==> src/rtl/score_overlay_pkg.sv <==
// Shared types and constants for the score overlay: register map, reset defaults,
// BCD nibble type and the 8x8 digit font (row bit 7 is the leftmost glyph column).
package score_overlay_pkg;

    typedef logic [3:0] bcd_t;

    typedef struct packed {
        logic suppress;
        logic enable;
    } ctrl_t;

    localparam logic [3:0] ADDR_SCORE = 4'd0;
    localparam logic [3:0] ADDR_X     = 4'd1;
    localparam logic [3:0] ADDR_Y     = 4'd2;
    localparam logic [3:0] ADDR_CTRL  = 4'd3;
    localparam logic [3:0] ADDR_INC   = 4'd4;
    localparam logic [3:0] ADDR_CLR   = 4'd5;
    localparam logic [3:0] ADDR_HICLR = 4'd6;

    localparam logic [10:0] X_DEFAULT    = 11'd8;
    localparam logic [9:0]  Y_DEFAULT    = 10'd8;
    localparam ctrl_t       CTRL_DEFAULT = '{suppress: 1'b0, enable: 1'b1};

    // Any code above 9 renders as an empty glyph; used for suppressed leading zeros.
    localparam bcd_t BLANK_CODE = 4'hF;

    localparam logic [0:9][0:7][7:0] FONT = {
        64'h3C666E7666663C00,  // 0
        64'h183818181818_7E00, // 1
        64'h3C66060C30607E00,  // 2
        64'h3C66061C06663C00,  // 3
        64'h0C1C3C6C7E0C0C00,  // 4
        64'h7E607C0606663C00,  // 5
        64'h3C607C6666663C00,  // 6
        64'h7E060C1830303000,  // 7
        64'h3C66663C66663C00,  // 8
        64'h3C66663E060C3800   // 9
    };

    function automatic bcd_t sat_digit(input logic [3:0] n);
        return (n > 4'd9) ? 4'd9 : n;
    endfunction

endpackage

==> src/rtl/score_overlay_if.sv <==
// Register bus for the score overlay: single-cycle writes when chipselect and write are high.
interface score_overlay_if;

    logic        chipselect;
    logic        write;
    logic [3:0]  address;
    logic [31:0] writedata;

    modport master (output chipselect, output write, output address, output writedata);
    modport slave  (input  chipselect, input  write, input  address, input  writedata);

endinterface

==> src/rtl/score_glyph_rom.sv <==
// Registered font lookup: one glyph bit per cycle, gated by the caller's enable.
module score_glyph_rom
    import score_overlay_pkg::*;
(
    input  logic       clk,
    input  logic       reset_n,
    input  bcd_t       digit_i,
    input  logic [2:0] row_i,
    input  logic [2:0] col_i,
    input  logic       en_i,
    output logic       pix_o
);

    logic [7:0] row_bits;
    logic       pix_q;

    always_comb begin
        // NOTE: default first, otherwise the codes above 9 would infer a latch.
        row_bits = 8'h00;
        if (digit_i <= 4'd9) row_bits = FONT[digit_i][row_i];
    end

    always_ff @(posedge clk or negedge reset_n) begin
        if (!reset_n) pix_q <= 1'b0;
        else          pix_q <= en_i & row_bits[~col_i];
    end

    assign pix_o = pix_q;

endmodule

==> src/rtl/score_overlay.sv <==
// BCD score counter with a tear-free glyph overlay on a raster stream.
// Define SCORE_OVERLAY_HISCORE_EN to add the high-score register.
module score_overlay
    import score_overlay_pkg::*;
#(
    parameter int          NUM_DIGITS = 4,
    parameter int          SCALE_LOG2 = 1,
    parameter logic [23:0] FG_RGB     = 24'hFFFFFF
) (
    input  logic                    clk,
    input  logic                    reset_n,
    score_overlay_if.slave          bus,
    input  logic [10:0]             hcount,
    input  logic [9:0]              vcount,
    input  logic                    inc_pulse,
    input  logic                    clr_pulse,
    output logic                    pix_on,
    output logic [23:0]             pix_rgb,
    output logic [4*NUM_DIGITS-1:0] score_bcd,
    output logic                    overflow,
    output logic [4*NUM_DIGITS-1:0] hiscore_bcd
);

    localparam int            SW        = 4 * NUM_DIGITS;
    localparam int            GLYPH     = 8 << SCALE_LOG2;
    localparam int            WIDTH     = NUM_DIGITS * GLYPH;
    localparam logic [SW-1:0] ALL_NINES = {NUM_DIGITS{4'h9}};

    logic bus_wr, do_clr, do_wr, do_inc;
    assign bus_wr = bus.chipselect & bus.write;
    assign do_clr = clr_pulse | (bus_wr && bus.address == ADDR_CLR);
    assign do_wr  = bus_wr && bus.address == ADDR_SCORE;
    assign do_inc = inc_pulse | (bus_wr && bus.address == ADDR_INC);

    logic [SW-1:0] score_q, score_d, score_inc, score_wr;
    logic          ovf_q, ovf_d, carry;
    logic [10:0]   x_q;
    logic [9:0]    y_q;
    ctrl_t         ctrl_q;

    always_comb begin
        // NOTE: blocking here so the carry ripples through every digit in one evaluation.
        score_inc = score_q;
        score_wr  = '0;
        carry     = 1'b1;
        for (int i = 0; i < NUM_DIGITS; i++) begin
            score_wr[4*i +: 4] = sat_digit(bus.writedata[4*i +: 4]);
            if (carry) begin
                if (score_q[4*i +: 4] == 4'd9) begin
                    score_inc[4*i +: 4] = 4'd0;
                end else begin
                    score_inc[4*i +: 4] = score_q[4*i +: 4] + 4'd1;
                    carry = 1'b0;
                end
            end
        end
    end

    always_comb begin
        score_d = score_q;
        ovf_d   = ovf_q;
        if (do_clr) begin
            score_d = '0;
            ovf_d   = 1'b0;
        end else if (do_wr) begin
            score_d = score_wr;
        end else if (do_inc) begin
            if (score_q == ALL_NINES) ovf_d   = 1'b1;
            else                      score_d = score_inc;
        end
    end

    always_ff @(posedge clk or negedge reset_n) begin
        if (!reset_n) begin
            score_q <= '0;
            ovf_q   <= 1'b0;
            x_q     <= X_DEFAULT;
            y_q     <= Y_DEFAULT;
            ctrl_q  <= CTRL_DEFAULT;
        end else begin
            score_q <= score_d;
            ovf_q   <= ovf_d;
            if (bus_wr) begin
                case (bus.address)
                    ADDR_X:    x_q    <= bus.writedata[10:0];
                    ADDR_Y:    y_q    <= bus.writedata[9:0];
                    ADDR_CTRL: ctrl_q <= ctrl_t'(bus.writedata[1:0]);
                    default:   ;
                endcase
            end
        end
    end

`ifdef SCORE_OVERLAY_HISCORE_EN
    logic [SW-1:0] hiscore_q;

    // Valid BCD orders the same as plain binary, MSD first.
    always_ff @(posedge clk or negedge reset_n) begin
        if (!reset_n)                               hiscore_q <= '0;
        else if (bus_wr && bus.address == ADDR_HICLR) hiscore_q <= '0;
        else if (do_clr && score_q > hiscore_q)     hiscore_q <= score_q;
    end

    assign hiscore_bcd = hiscore_q;
`else
    assign hiscore_bcd = '0;
`endif

    // Frame shadows; frame_valid_q holds rendering off until the first snapshot after reset.
    logic [SW-1:0] snap_q;
    logic [10:0]   x_sh_q;
    logic [9:0]    y_sh_q;
    ctrl_t         ctrl_sh_q;
    logic          frame_valid_q;

    always_ff @(posedge clk or negedge reset_n) begin
        if (!reset_n) begin
            snap_q        <= '0;
            x_sh_q        <= X_DEFAULT;
            y_sh_q        <= Y_DEFAULT;
            ctrl_sh_q     <= CTRL_DEFAULT;
            frame_valid_q <= 1'b0;
        end else if (hcount == 11'd0 && vcount == 10'd0) begin
            snap_q        <= score_q;
            x_sh_q        <= x_q;
            y_sh_q        <= y_q;
            ctrl_sh_q     <= ctrl_q;
            frame_valid_q <= 1'b1;
        end
    end

    logic [12:0] h_ext, x_lo, x_hi, dx, digit_idx;
    logic [11:0] v_ext, y_lo, y_hi, dy;
    logic        in_region;

    assign h_ext     = {2'b00, hcount};
    assign x_lo      = {2'b00, x_sh_q};
    assign x_hi      = x_lo + 13'(WIDTH);
    assign v_ext     = {2'b00, vcount};
    assign y_lo      = {2'b00, y_sh_q};
    assign y_hi      = y_lo + 12'(GLYPH);
    assign in_region = (h_ext >= x_lo) && (h_ext < x_hi) && (v_ext >= y_lo) && (v_ext < y_hi);
    assign dx        = h_ext - x_lo;
    assign dy        = v_ext - y_lo;
    assign digit_idx = dx >> (3 + SCALE_LOG2);

    logic [NUM_DIGITS-1:0] blank;
    logic                  lead;
    bcd_t                  sel_digit;

    always_comb begin
        lead      = 1'b1;
        blank     = '0;
        sel_digit = BLANK_CODE;
        for (int i = NUM_DIGITS - 1; i >= 0; i--) begin
            lead     = lead & (snap_q[4*i +: 4] == 4'd0);
            blank[i] = lead & ctrl_sh_q.suppress & (i != 0);
            if (digit_idx == 13'(NUM_DIGITS - 1 - i))
                sel_digit = blank[i] ? BLANK_CODE : snap_q[4*i +: 4];
        end
    end

    logic       s1_in_q;
    bcd_t       s1_digit_q;
    logic [2:0] s1_row_q, s1_col_q;

    always_ff @(posedge clk or negedge reset_n) begin
        if (!reset_n) begin
            s1_in_q    <= 1'b0;
            s1_digit_q <= '0;
            s1_row_q   <= '0;
            s1_col_q   <= '0;
        end else begin
            s1_in_q    <= in_region;
            s1_digit_q <= sel_digit;
            s1_row_q   <= 3'(dy >> SCALE_LOG2);
            s1_col_q   <= 3'(dx >> SCALE_LOG2);
        end
    end

    score_glyph_rom u_glyph_rom (
        .clk     (clk),
        .reset_n (reset_n),
        .digit_i (s1_digit_q),
        .row_i   (s1_row_q),
        .col_i   (s1_col_q),
        .en_i    (s1_in_q & ctrl_sh_q.enable & frame_valid_q),
        .pix_o   (pix_on)
    );

    assign pix_rgb   = pix_on ? FG_RGB : 24'h000000;
    assign score_bcd = score_q;
    assign overflow  = ovf_q;

endmodule

==> src/flat_wrapper.sv <==
// flat-port wrapper written by rule: the top's interface ports become plain ports
module score_overlay_flat import score_overlay_pkg::*;
#(
    parameter int          NUM_DIGITS = 4,
    parameter int          SCALE_LOG2 = 1,
    parameter logic [23:0] FG_RGB     = 24'hFFFFFF
)
  (clk, reset_n, hcount, vcount, inc_pulse, clr_pulse, pix_on, pix_rgb, score_bcd, overflow, hiscore_bcd, bus_chipselect, bus_write, bus_address, bus_writedata);
  score_overlay_if bus_i ();
  input  logic clk;
  input  logic reset_n;
  input  logic [10:0] hcount;
  input  logic [9:0] vcount;
  input  logic inc_pulse;
  input  logic clr_pulse;
  output logic pix_on;
  output logic [23:0] pix_rgb;
  output logic [4*NUM_DIGITS-1:0] score_bcd;
  output logic overflow;
  output logic [4*NUM_DIGITS-1:0] hiscore_bcd;
  input wire logic [$bits(bus_i.chipselect)-1:0] bus_chipselect;
  input wire logic [$bits(bus_i.write)-1:0] bus_write;
  input wire logic [$bits(bus_i.address)-1:0] bus_address;
  input wire logic [$bits(bus_i.writedata)-1:0] bus_writedata;
  assign bus_i.chipselect = bus_chipselect;
  assign bus_i.write = bus_write;
  assign bus_i.address = bus_address;
  assign bus_i.writedata = bus_writedata;
  score_overlay #(.NUM_DIGITS(NUM_DIGITS), .SCALE_LOG2(SCALE_LOG2), .FG_RGB(FG_RGB)) u_core (.clk(clk), .reset_n(reset_n), .bus(bus_i), .hcount(hcount), .vcount(vcount), .inc_pulse(inc_pulse), .clr_pulse(clr_pulse), .pix_on(pix_on), .pix_rgb(pix_rgb), .score_bcd(score_bcd), .overflow(overflow), .hiscore_bcd(hiscore_bcd));
endmodule
==> config.mk <==
export PLATFORM = sky130hd
export DESIGN_NAME = score_overlay_flat
export DESIGN_NICKNAME = d
export VERILOG_FILES = /design/src/rtl/score_overlay_pkg.sv /design/src/rtl/score_overlay_if.sv /design/src/rtl/score_glyph_rom.sv /design/src/rtl/score_overlay.sv /design/src/flat_wrapper.sv
export SDC_FILE = /design/constraint.sdc
export NUM_CORES = 1
export LEC_CHECK = 0
export BUFFER_PORTS_ARGS = -buffer_cell sky130_fd_sc_hd__buf_2
export CAP_MARGIN = 20
export CORE_MARGIN = 1.5
export CORE_UTILIZATION = 33
export DETAILED_ROUTE_END_ITERATION = 8
export MAX_ROUTING_LAYER = met4
export SYNTH_ARGS = -nofsm -noshare
export SYNTH_HDL_FRONTEND = slang
export SYNTH_SLANG_ARGS = --single-unit
==> constraint.sdc <==
create_clock -name clk -period 2.7 [get_ports clk]
set_input_delay 0.27 -clock clk [delete_from_list [all_inputs] [get_ports clk]]
set_output_delay 0.27 -clock clk [all_outputs]
set_load 0.01 [all_outputs]
Word level (Yosys, flattened, before mapping)

Memories as Yosys holds them, arrays and structs flattened.
Index checks and enable logic that the tools add are counted.

Memories kept: 1
Output and inout port bits: 58
Bits of input ports: 63
Bits in registers: 92
Bits in read-only memories: 1024
Word-level logic and storage cells: 138

Bitwise logic cells: 14
$add $sub $neg: 8
$lt $le $gt $ge: 12
Equality and inequality tests: 15
Mux-type cells: 40
Reduce and logical (&&, ||, !) cells: 28

Memory list:

| memory           | words | bits a word | read ports | clocked after Yosys merged registers in | wr ports | line                  | RTL |
|---|---|---|---|---|---|---|---|
| (name not given) | 16    | 64          | 1          | 0                                       | 0        | score_glyph_rom.sv:20 | `if (digit_i <= 4'd9) row_bits = FONT[digit_i][row_i];` |

Operator list:

| cell                  | number |
|---|---|
| $mux 64               | 2 |
| $mux 4                | 18 |
| $mux 16               | 4 |
| $bmux 8 s3            | 1 |
| $mux 24               | 1 |
| $mux 8                | 3 |
| $eq 9x2->1 const B    | 2 |
| $add 4x1->4 const B   | 4 |
| $eq 16x16->1 const B  | 1 |
| $eq 4x4->1 const B    | 4 |
| $gt 4x4->1 const B    | 4 |
| $logic_not 4->1       | 4 |
| $logic_not 13->1      | 1 |
| $lt 11x13->1          | 1 |
| $add 11x7->12 const B | 1 |
| $reduce_and 3->1      | 4 |
| $reduce_bool 3->1     | 4 |
| $sub 11x11->12        | 1 |
| $add 10x5->11 const B | 1 |
| $ge 11x11->1          | 1 |
| $logic_not 11->1      | 1 |
| $lt 10x11->1          | 1 |
| $ge 10x10->1          | 1 |
| $logic_not 10->1      | 1 |
| 21 further kinds      | 51 |

Depth between registers and ports, before layout

Gate-level depths: netlist of the first run.

Depth after elaboration: 11
Mapped depth: 10
Depth with buffers taken out: 10

Cells and area by module

A second synthesis of the first run with hierarchy kept.

Cells, all modules: 700
Area, all modules: 6461.2 um^2

By module, submodules not included:

| module          | area each (um^2) | seq. area each (um^2) | cells each | instances |
|---|---|---|---|---|
| score_overlay   | 5596.6           | 2284.7                | 569        | 1 |
| score_glyph_rom | 864.6            | 25.0                  | 131        | 1 |

Least setup slack after synthesis of the first run

No wires, ideal clock.

Kind: register -> register
Start point: reg u_core.x_sh_q[0]
End point: reg u_core.s1_digit_q[0]
Arrival: 2.344 ns
Stages on the path, launching flop included: 8
Data required time: 2.630 ns
Buffers on the path: 0
Path slack: 0.286 ns
Library setup time: 0.070 ns
Period minus slack after synthesis: 2.414 ns
Cells stage by stage: dfrtp_1 > ha_1 > fa_1 > nand2b_1 > a21oi_1 > xnor2_1 > mux4_1 > nand3_1

Longest elaborated chain between the ends: 6
Elaborated cells between the ends (all ways): 9
Those cells by class: add/sub: 1; eq/ne: 3; mux: 4; reduce/logical: 1

Ends and longest elaborated chain:

| what                          | line                 | RTL |
|---|---|---|
| start: declaration            | score_overlay.sv:111 | `logic [10:0] x_sh_q;` |
| start signal: assignment      | score_overlay.sv:125 | `x_sh_q <= x_q;` |
| $sub 11x11->12 (*)            | score_overlay.sv:143 | `assign dx = h_ext - x_lo;` |
| $logic_not 13->1              | score_overlay.sv:158 | `if (digit_idx == 13'(NUM_DIGITS - 1 - i))` |
| $mux 4 (3 in series)          | score_overlay.sv:158 |  |
| $mux 4 (*)                    | score_overlay.sv:158 |  |
| named net u_core.sel_digit[0] | score_overlay.sv:149 | `bcd_t sel_digit;` |
| end signal: assignment        | score_overlay.sv:175 | `s1_digit_q <= sel_digit;` |
| end: declaration              | score_overlay.sv:164 | `bcd_t s1_digit_q;` |

Mark *: on every way through the listed nets, which the timed path passes. The rest lies on a longest branch.
A chain may end at the register's enable or synchronous reset.

Worst setup path after layout of the first run

Same ends and word-level chain as after synthesis.

==> results.sh, run 1 <==
export IMPL_outcome="complete, no violations"
export IMPL_start_util=0.334
export IMPL_synth_edff_count=0
export IMPL_timing_final_crit_share=0.921
export IMPL_internal_power_w=0.00230
export IMPL_crit_family="adder cells"
export IMPL_fp_dieH_um=143
export IMPL_rows=51
export IMPL_clk_latency_ns=0.34
export IMPL_cts_buffers=9
export IMPL_wl_per_cell_um=14.7
export IMPL_drc=0
export IMPL_skew_ns=0.0118
export IMPL_syn2layout_area_growth_pct=12.4
export IMPL_ys_seq_elements=92
export IMPL_ios=121
export IMPL_whs_endpoint="u_core.score_bcd[13]"
export IMPL_final_cells=1051
export IMPL_rrSetupSlack_ns=0.21
export IMPL_slew_viol_final=0
export IMPL_min_from="bus_writedata[13]"
export IMPL_p_seq_frac=0.493
export IMPL_cp_start_kind="flip-flop"
export IMPL_synthAdderAreaFrac=0.0987
export IMPL_r2r_cells=7
export IMPL_max_stage_delay_ns=0.60
export IMPL_antenna_found_initial=0
export IMPL_ir_drop_v=0.000310
export IMPL_cp_max_fo=3
export IMPL_clock_sinks=92
export IMPL_path_cells="ha_1, fa_1, nand2b_1, a21oi_1, xnor2_1, mux4_1, nand3_1"
export IMPL_vias=5350
export IMPL_min_path_cells=2
export IMPL_crit_buf_inv=0
export IMPL_r2r_end="u_core.s1_digit_q[0]"
export IMPL_avgSynthCellArea_um2=8.97
export IMPL_ys_types=73
export IMPL_dieArea_um2=20500
export IMPL_synth_top_flop_cell="dfrtp_1"
export IMPL_synth_simple_area_share=0.162
export IMPL_synth_top_family_by_area="compound AO/OA/AOI/OAI gates"
export IMPL_hpwl_mm=11.8
export IMPL_worstSetupEndpointType="flip-flop"
export IMPL_drv_cap=0
export IMPL_synth_top_area_frac=0.332
export IMPL_synthMuxAreaShare=0.0725
export IMPL_fmax_mhz=402
export IMPL_ant_nets=0
export IMPL_die_w_um=143
export IMPL_ys_top_cells_by_area="dfrtp_1 (33%), ha_1 (9.3%), o21ai_0 (5.9%)"
export IMPL_netSwitchingFraction=0.275
export IMPL_switchingPower_w=0.000872
export IMPL_design_core_area_um2=19400
export IMPL_tightest_slew_ns=0.707
export IMPL_path_class="flip-flop to flip-flop"
export IMPL_p_clk_frac=0.375
export IMPL_clock_root_buffer="clkbuf_16"
export IMPL_worstPathArrival_ns=2.76
export IMPL_maxSlewHeadroom=0.527
export IMPL_grt_max_degree=64
export IMPL_cts_setup_buffers=0
export IMPL_synthArstFlopShare=1.00
export IMPL_fin_tns_setup_ns=0
export IMPL_wl_mm=15.4
export IMPL_gr_total_overflow=0
export IMPL_synth_xor_area_frac=0.0257
export IMPL_p_per_area_nw_per_um2=436
export IMPL_finish_utilization=0.376
export IMPL_hold_violations=0
export IMPL_final_net_count=893
export IMPL_cpMaxStageDelayCell="mux4_1"
export IMPL_synthCells=723
export IMPL_r2r_start="u_core.x_sh_q[0]"
export IMPL_grt_pass1_vias=4966
export IMPL_cp_required_ns=2.97
export IMPL_numPortBuffers=88
export IMPL_cts_tree="yes"
export IMPL_via_per_inst=5.09
export IMPL_hold_ws_ns=0.161
export IMPL_ys_warn_count=0
export IMPL_cts_max_level=3
export IMPL_worst_hold_path_type="input pin to flip-flop"
export IMPL_p_leak_nw=3.50
export IMPL_ys_seq_area_frac=0.356
export IMPL_rsz0062_at_grt="no"
export IMPL_synth_compound_area_frac=0.188
export IMPL_finalSetupViolations=0
export IMPL_cts_buffer_depth=2
export IMPL_drt_pass1_iterations=5
export IMPL_gp_congestion=0.897
export IMPL_layout_drive_gt1_share=0.192
export IMPL_track_usage=0.161
export IMPL_combPwrFrac=0.132
export IMPL_dpl_cell_count=1033
export IMPL_grt_first_pass_wirelength_mm=25.3
export IMPL_yosys_area_top_type="dfrtp_1"
export IMPL_dr_first_iter_drc_count=302
export IMPL_period_needed_ns=2.49
export IMPL_clk_pin_slew_worst_paths_ns=0.07
export IMPL_syn_cell_area_um2=6490
metrics by stage:
stage          total power, W  worst slack (ns)  area (um2)
2_1_floorplan         0.00184             0.286        6540
3_3_place_gp          0.00200             0.169        7000
3_5_place_dp          0.00201             0.162        7000
4_1_cts               0.00322             0.221        7290
5_1_grt               0.00335            0.0244        7290
6_report              0.00318             0.213        7290
how the worst max path moves through the flow:
stage	slack (ns)	cells after the start	start	end
after global routing	0.02	8	u_core.x_sh_q[0]	u_core.s1_digit_q[3]
after global placement	0.17	9	hcount[0]	u_core.s1_digit_q[0]
final	0.21	7	u_core.x_sh_q[0]	u_core.s1_digit_q[0]
after CTS	0.22	7	u_core.x_sh_q[0]	u_core.s1_digit_q[0]
after detailed placement	0.16	9	hcount[0]	u_core.s1_digit_q[0]
after floorplan	0.29	7	u_core.x_sh_q[0]	u_core.s1_digit_q[0]
logic make-up (layout without fill, tap and decap cells):
logic type / count (synthesis) / count (layout)
adders and majority gates: 50 / 50
xor gates and xnor gates: 19 / 19
buffers and inverters: 120 / 167
AOI/OAI and AO/OA: 192 / 192
other: 1 / 17
DFF: 92 / 92
and+or+nand+nor: 209 / 209
muxes: 40 / 40
registers in the layout (all words and copies together), names as in the netlist, 4 cells and up:
signal             cells
u_core.snap_q         16
u_core.y_q            10
u_core.y_sh_q         10
u_core.x_q            11
u_core.score_bcd      16
u_core.x_sh_q         11
u_core.s1_digit_q      4
metal layers:
layer  GRT usage  vias up  share of wire
li1            -     2652              -
met1       0.214     2527           0.49
met2       0.252      149           0.46
met3      0.0211       22          0.034
met4      0.0585        0          0.021
met5           -        -              0
cells in the mapped netlist, types with 4 or more instances:
| master | instances |
|---|---|
| ha_1 | 48 |
| mux2i_1 | 5 |
| dfstp_2 | 6 |
| clkbuf_1 | 19 |
| nor3b_1 | 8 |
| nor2_1 | 45 |
| buf_4 | 43 |
| buf_2 | 5 |
| mux2_2 | 20 |
| nand2_1 | 67 |
| nand4_1 | 4 |
| nand3b_1 | 4 |
| o21ai_0 | 76 |
| nand2b_1 | 6 |
| nor4_1 | 7 |
| a21boi_0 | 5 |
| a211oi_1 | 8 |
| o31ai_1 | 5 |
| and3b_1 | 4 |
| a21oi_1 | 35 |
| and2_1 | 4 |
| xnor2_1 | 17 |
| dfrtp_1 | 86 |
| o2111ai_1 | 4 |
| a31oi_1 | 11 |
| inv_1 | 50 |
| mux2_1 | 13 |
| nor3_1 | 22 |
| nand3_1 | 14 |
| a221oi_1 | 5 |
| nor2b_1 | 7 |
| a21o_1 | 4 |
power by group through the flow:
stage / combinational [W] / clock [W] / sequential (W)
floorplan: 0.000281 / 0 / 0.00156
global placement: 0.000415 / 0 / 0.00159
detailed placement: 0.000421 / 0 / 0.00159
CTS: 0.000425 / 0.00123 / 0.00156
global route: 0.000478 / 0.00129 / 0.00158
finish: 0.000420 / 0.00119 / 0.00156
layout make-up:
| class | count | area [um2] |
|---|---|---|
| Clock buffer | 9 | 225 |
| Inverter | 50 | 188 |
| Tap cell | 265 | 332 |
| Timing Repair Buffer | 101 | 568 |
| Sequential cell | 92 | 2310 |
| Fill cell | 2027 | 12100 |
| Clock inverter | 7 | 58.8 |
| Multi-Input combinational cell | 526 | 3610 |
| Antenna cell | 1 | 2.50 |
worst reg2reg max path, delay by kind of cell (launching register included):
family          cells  cell delay [ns]
xor+xnor            1             0.28
compound gates      1             0.27
simple gates        2             0.27
flops               1             0.39
mux                 1             0.60
fa+ha+maj           2             0.61
repair_timing:
action                    4_1_cts  5_1_grt
hold buffers                    1        0
hold endpoints to repair       40        0
gates resized for setup         0        0
cell usage in the layout (no fill, tap or decap), drive strengths merged, types with 7 or more instances in the layout:
cell type / n
xnor2: 17
nor2: 45
conb: 16
inv: 53
a21oi: 35
clkbuf: 9
a31oi: 11
nor2b: 7
ha: 48
a211oi: 8
mux2: 33
nor3b: 8
nand2: 67
nor4: 8
o21ai: 76
dfrtp: 86
buf: 100
nor3: 23
nand3: 14
(Power assumes the default switching activity.)
==> inputs of run 2 (changes only) <==
--- a/config.mk
+++ b/config.mk
@@ -13,2 +13,3 @@
 export MAX_ROUTING_LAYER = met4
+export SETUP_SLACK_MARGIN = 0.4
 export SYNTH_ARGS = -nofsm -noshare
==> constraint.sdc (replaced) <==
create_clock -name clk -period 2.7 [get_ports clk]
set_input_delay 0.54 -clock clk [delete_from_list [all_inputs] [get_ports clk]]
set_output_delay 0.54 -clock clk [all_outputs]
set_load 0.01 [all_outputs]
==> results.sh, run 2 (synthesis gave the netlist of run 1 again) <==
export IMPL_outcome="complete, no violations"
export IMPL_route_met3_wl_um=527
export IMPL_crit_family="multiplexers"
export IMPL_finish_utilization=0.391
export IMPL_ios=121
export IMPL_slew_viol_final=0
export IMPL_cp_num_cells=7
export IMPL_crit_buf_inv=0
export IMPL_wl_met2_mm=7.29
export IMPL_worst_hold_path_type="input pin to asynchronous set/reset pin"
export IMPL_numPortBuffers=88
export IMPL_ant_nets=0
export IMPL_mostFrequentLayoutCell="buf_2"
export IMPL_ir_drop_v=0.000324
export IMPL_cts_max_level=3
export IMPL_layout_drive_gt1_share=0.248
export IMPL_design_core_area_um2=19400
export IMPL_timing_final_crit_share=0.832
export IMPL_tightest_slew_ns=0.704
export IMPL_clock_root_buffer="clkbuf_16"
export IMPL_die_w_um=143
export IMPL_worstPathArrival_ns=2.53
export IMPL_cp_required_ns=2.98
export IMPL_cts_buffers=9
export IMPL_pre_cts_ws_ns=0.0616
export IMPL_r2r_cells=7
export IMPL_postCtsHoldBufs=0
export IMPL_path_class="flip-flop to flip-flop"
export IMPL_grt_pass1_vias=5005
export IMPL_fin_tns_setup_ns=0
export IMPL_cp_start_kind="flip-flop"
export IMPL_via_per_inst=5.10
export IMPL_wl_mm=15.7
export IMPL_vias=5441
export IMPL_final_cells=1067
export IMPL_r2r_start="u_core.x_sh_q[0]"
export IMPL_wl_per_cell_um=14.7
export IMPL_period_needed_ns=2.25
export IMPL_rrSetupSlack_ns=0.45
export IMPL_fp_dieH_um=143
export IMPL_worstSetupEndpointType="flip-flop"
export IMPL_dieArea_um2=20500
export IMPL_hold_violations=0
export IMPL_cp_max_fo=8
export IMPL_finalPower_w=0.00323
export IMPL_gp_congestion=0.884
export IMPL_gr_total_overflow=0
export IMPL_r2r_end="u_core.s1_digit_q[2]"
export IMPL_syn2layout_area_growth_pct=16.9
export IMPL_dpl_cell_count=1043
export IMPL_track_usage=0.163
export IMPL_wl_met1_mm=7.54
export IMPL_max_stage_delay_ns=0.56
export IMPL_grt_max_degree=65
export IMPL_final_net_count=910
export IMPL_p_leak_nw=3.60
export IMPL_cpMaxStageDelayCell="mux4_2"
export IMPL_clk_latency_ns=0.35
export IMPL_drc=0
export IMPL_finalSetupViolations=0
export IMPL_dr_first_iter_drc_count=357
export IMPL_start_util=0.334
export IMPL_clock_sinks=92
export IMPL_n_antenna_cell=0
export IMPL_skew_ns=0.0108
export IMPL_grt_first_pass_wirelength_mm=25.5
export IMPL_hpwl_mm=12.0
export IMPL_drv_cap=0
export IMPL_maxSlewHeadroom=0.531
export IMPL_drt_pass1_iterations=5
export IMPL_p_per_area_nw_per_um2=426
export IMPL_post_route_worst_setup_slack_ns=0.453
export IMPL_path_cells="ha_4, fa_2, nand2b_4, a21oi_4, xnor2_4, mux4_2, nand3_2"
export IMPL_top_layer="met4"
export IMPL_cts_tree="yes"
export IMPL_final_cell_mix="buf_2 (87), dfrtp_1 (85), o21ai_0 (73)"
export IMPL_rsz0062_at_grt="yes"
export IMPL_antenna_found_initial=0
export IMPL_clk_pin_slew_worst_paths_ns=0.07
export IMPL_fmax_mhz=445
export IMPL_cts_buffer_depth=2
export IMPL_rows=51
## run 2: through the flow
step | hold WS [ns] | cell area, um2
6_report | 0.118 | 7590
5_1_grt | 0.150 | 7590
3_5_place_dp | 0.458 | 7120
2_1_floorplan | 0.244 | 6610
4_1_cts | 0.124 | 7430
3_3_place_gp | 0.452 | 7120
## run 2: what timing repair did
action | 4_1_cts | 5_1_grt
pin swaps | 6 | 17
gates cloned | 0 | 0
setup buffers | 0 | 8
resized for setup | 6 | 25
setup endpoints to repair | 5 | 14
## run 2: worst max-delay path by stage
stage                              start                       end  slack [ns]
finish                  u_core.x_sh_q[0]      u_core.s1_digit_q[2]        0.45
global route        u_core.s1_digit_q[1]  u_core.u_glyph_rom.pix_o        0.34
CTS                     u_core.x_sh_q[0]      u_core.s1_digit_q[2]        0.40
detailed placement             hcount[1]      u_core.s1_digit_q[3]        0.06
global placement               hcount[1]      u_core.s1_digit_q[3]        0.08
floorplan                      hcount[0]      u_core.s1_digit_q[2]        0.37
## run 2: cell type report
type                            instances  area, um2
Fill cell                            2006      11800
Sequential cell                        92       2310
Inverter                               50        195
Tap cell                              265        332
Clock buffer                            9        225
Timing Repair Buffer                  118        681
Multi-Input combinational cell        526       3780
Clock inverter                          7       57.6
## run 2: layer usage
metal,vias to the layer above,global-route usage
met5,-,-
met2,144,0.260
met3,26,0.0218
met1,2583,0.215
li1,2688,-
met4,0,0.0526
## run 2: report_power, final
group	switching (W)	internal [W]	total, W
Sequential	0.0000879	0.00147	0.00156
Combinational	0.000241	0.000207	0.000448
Clock	0.000579	0.000641	0.00122
Total	0.000908	0.00232	0.00323
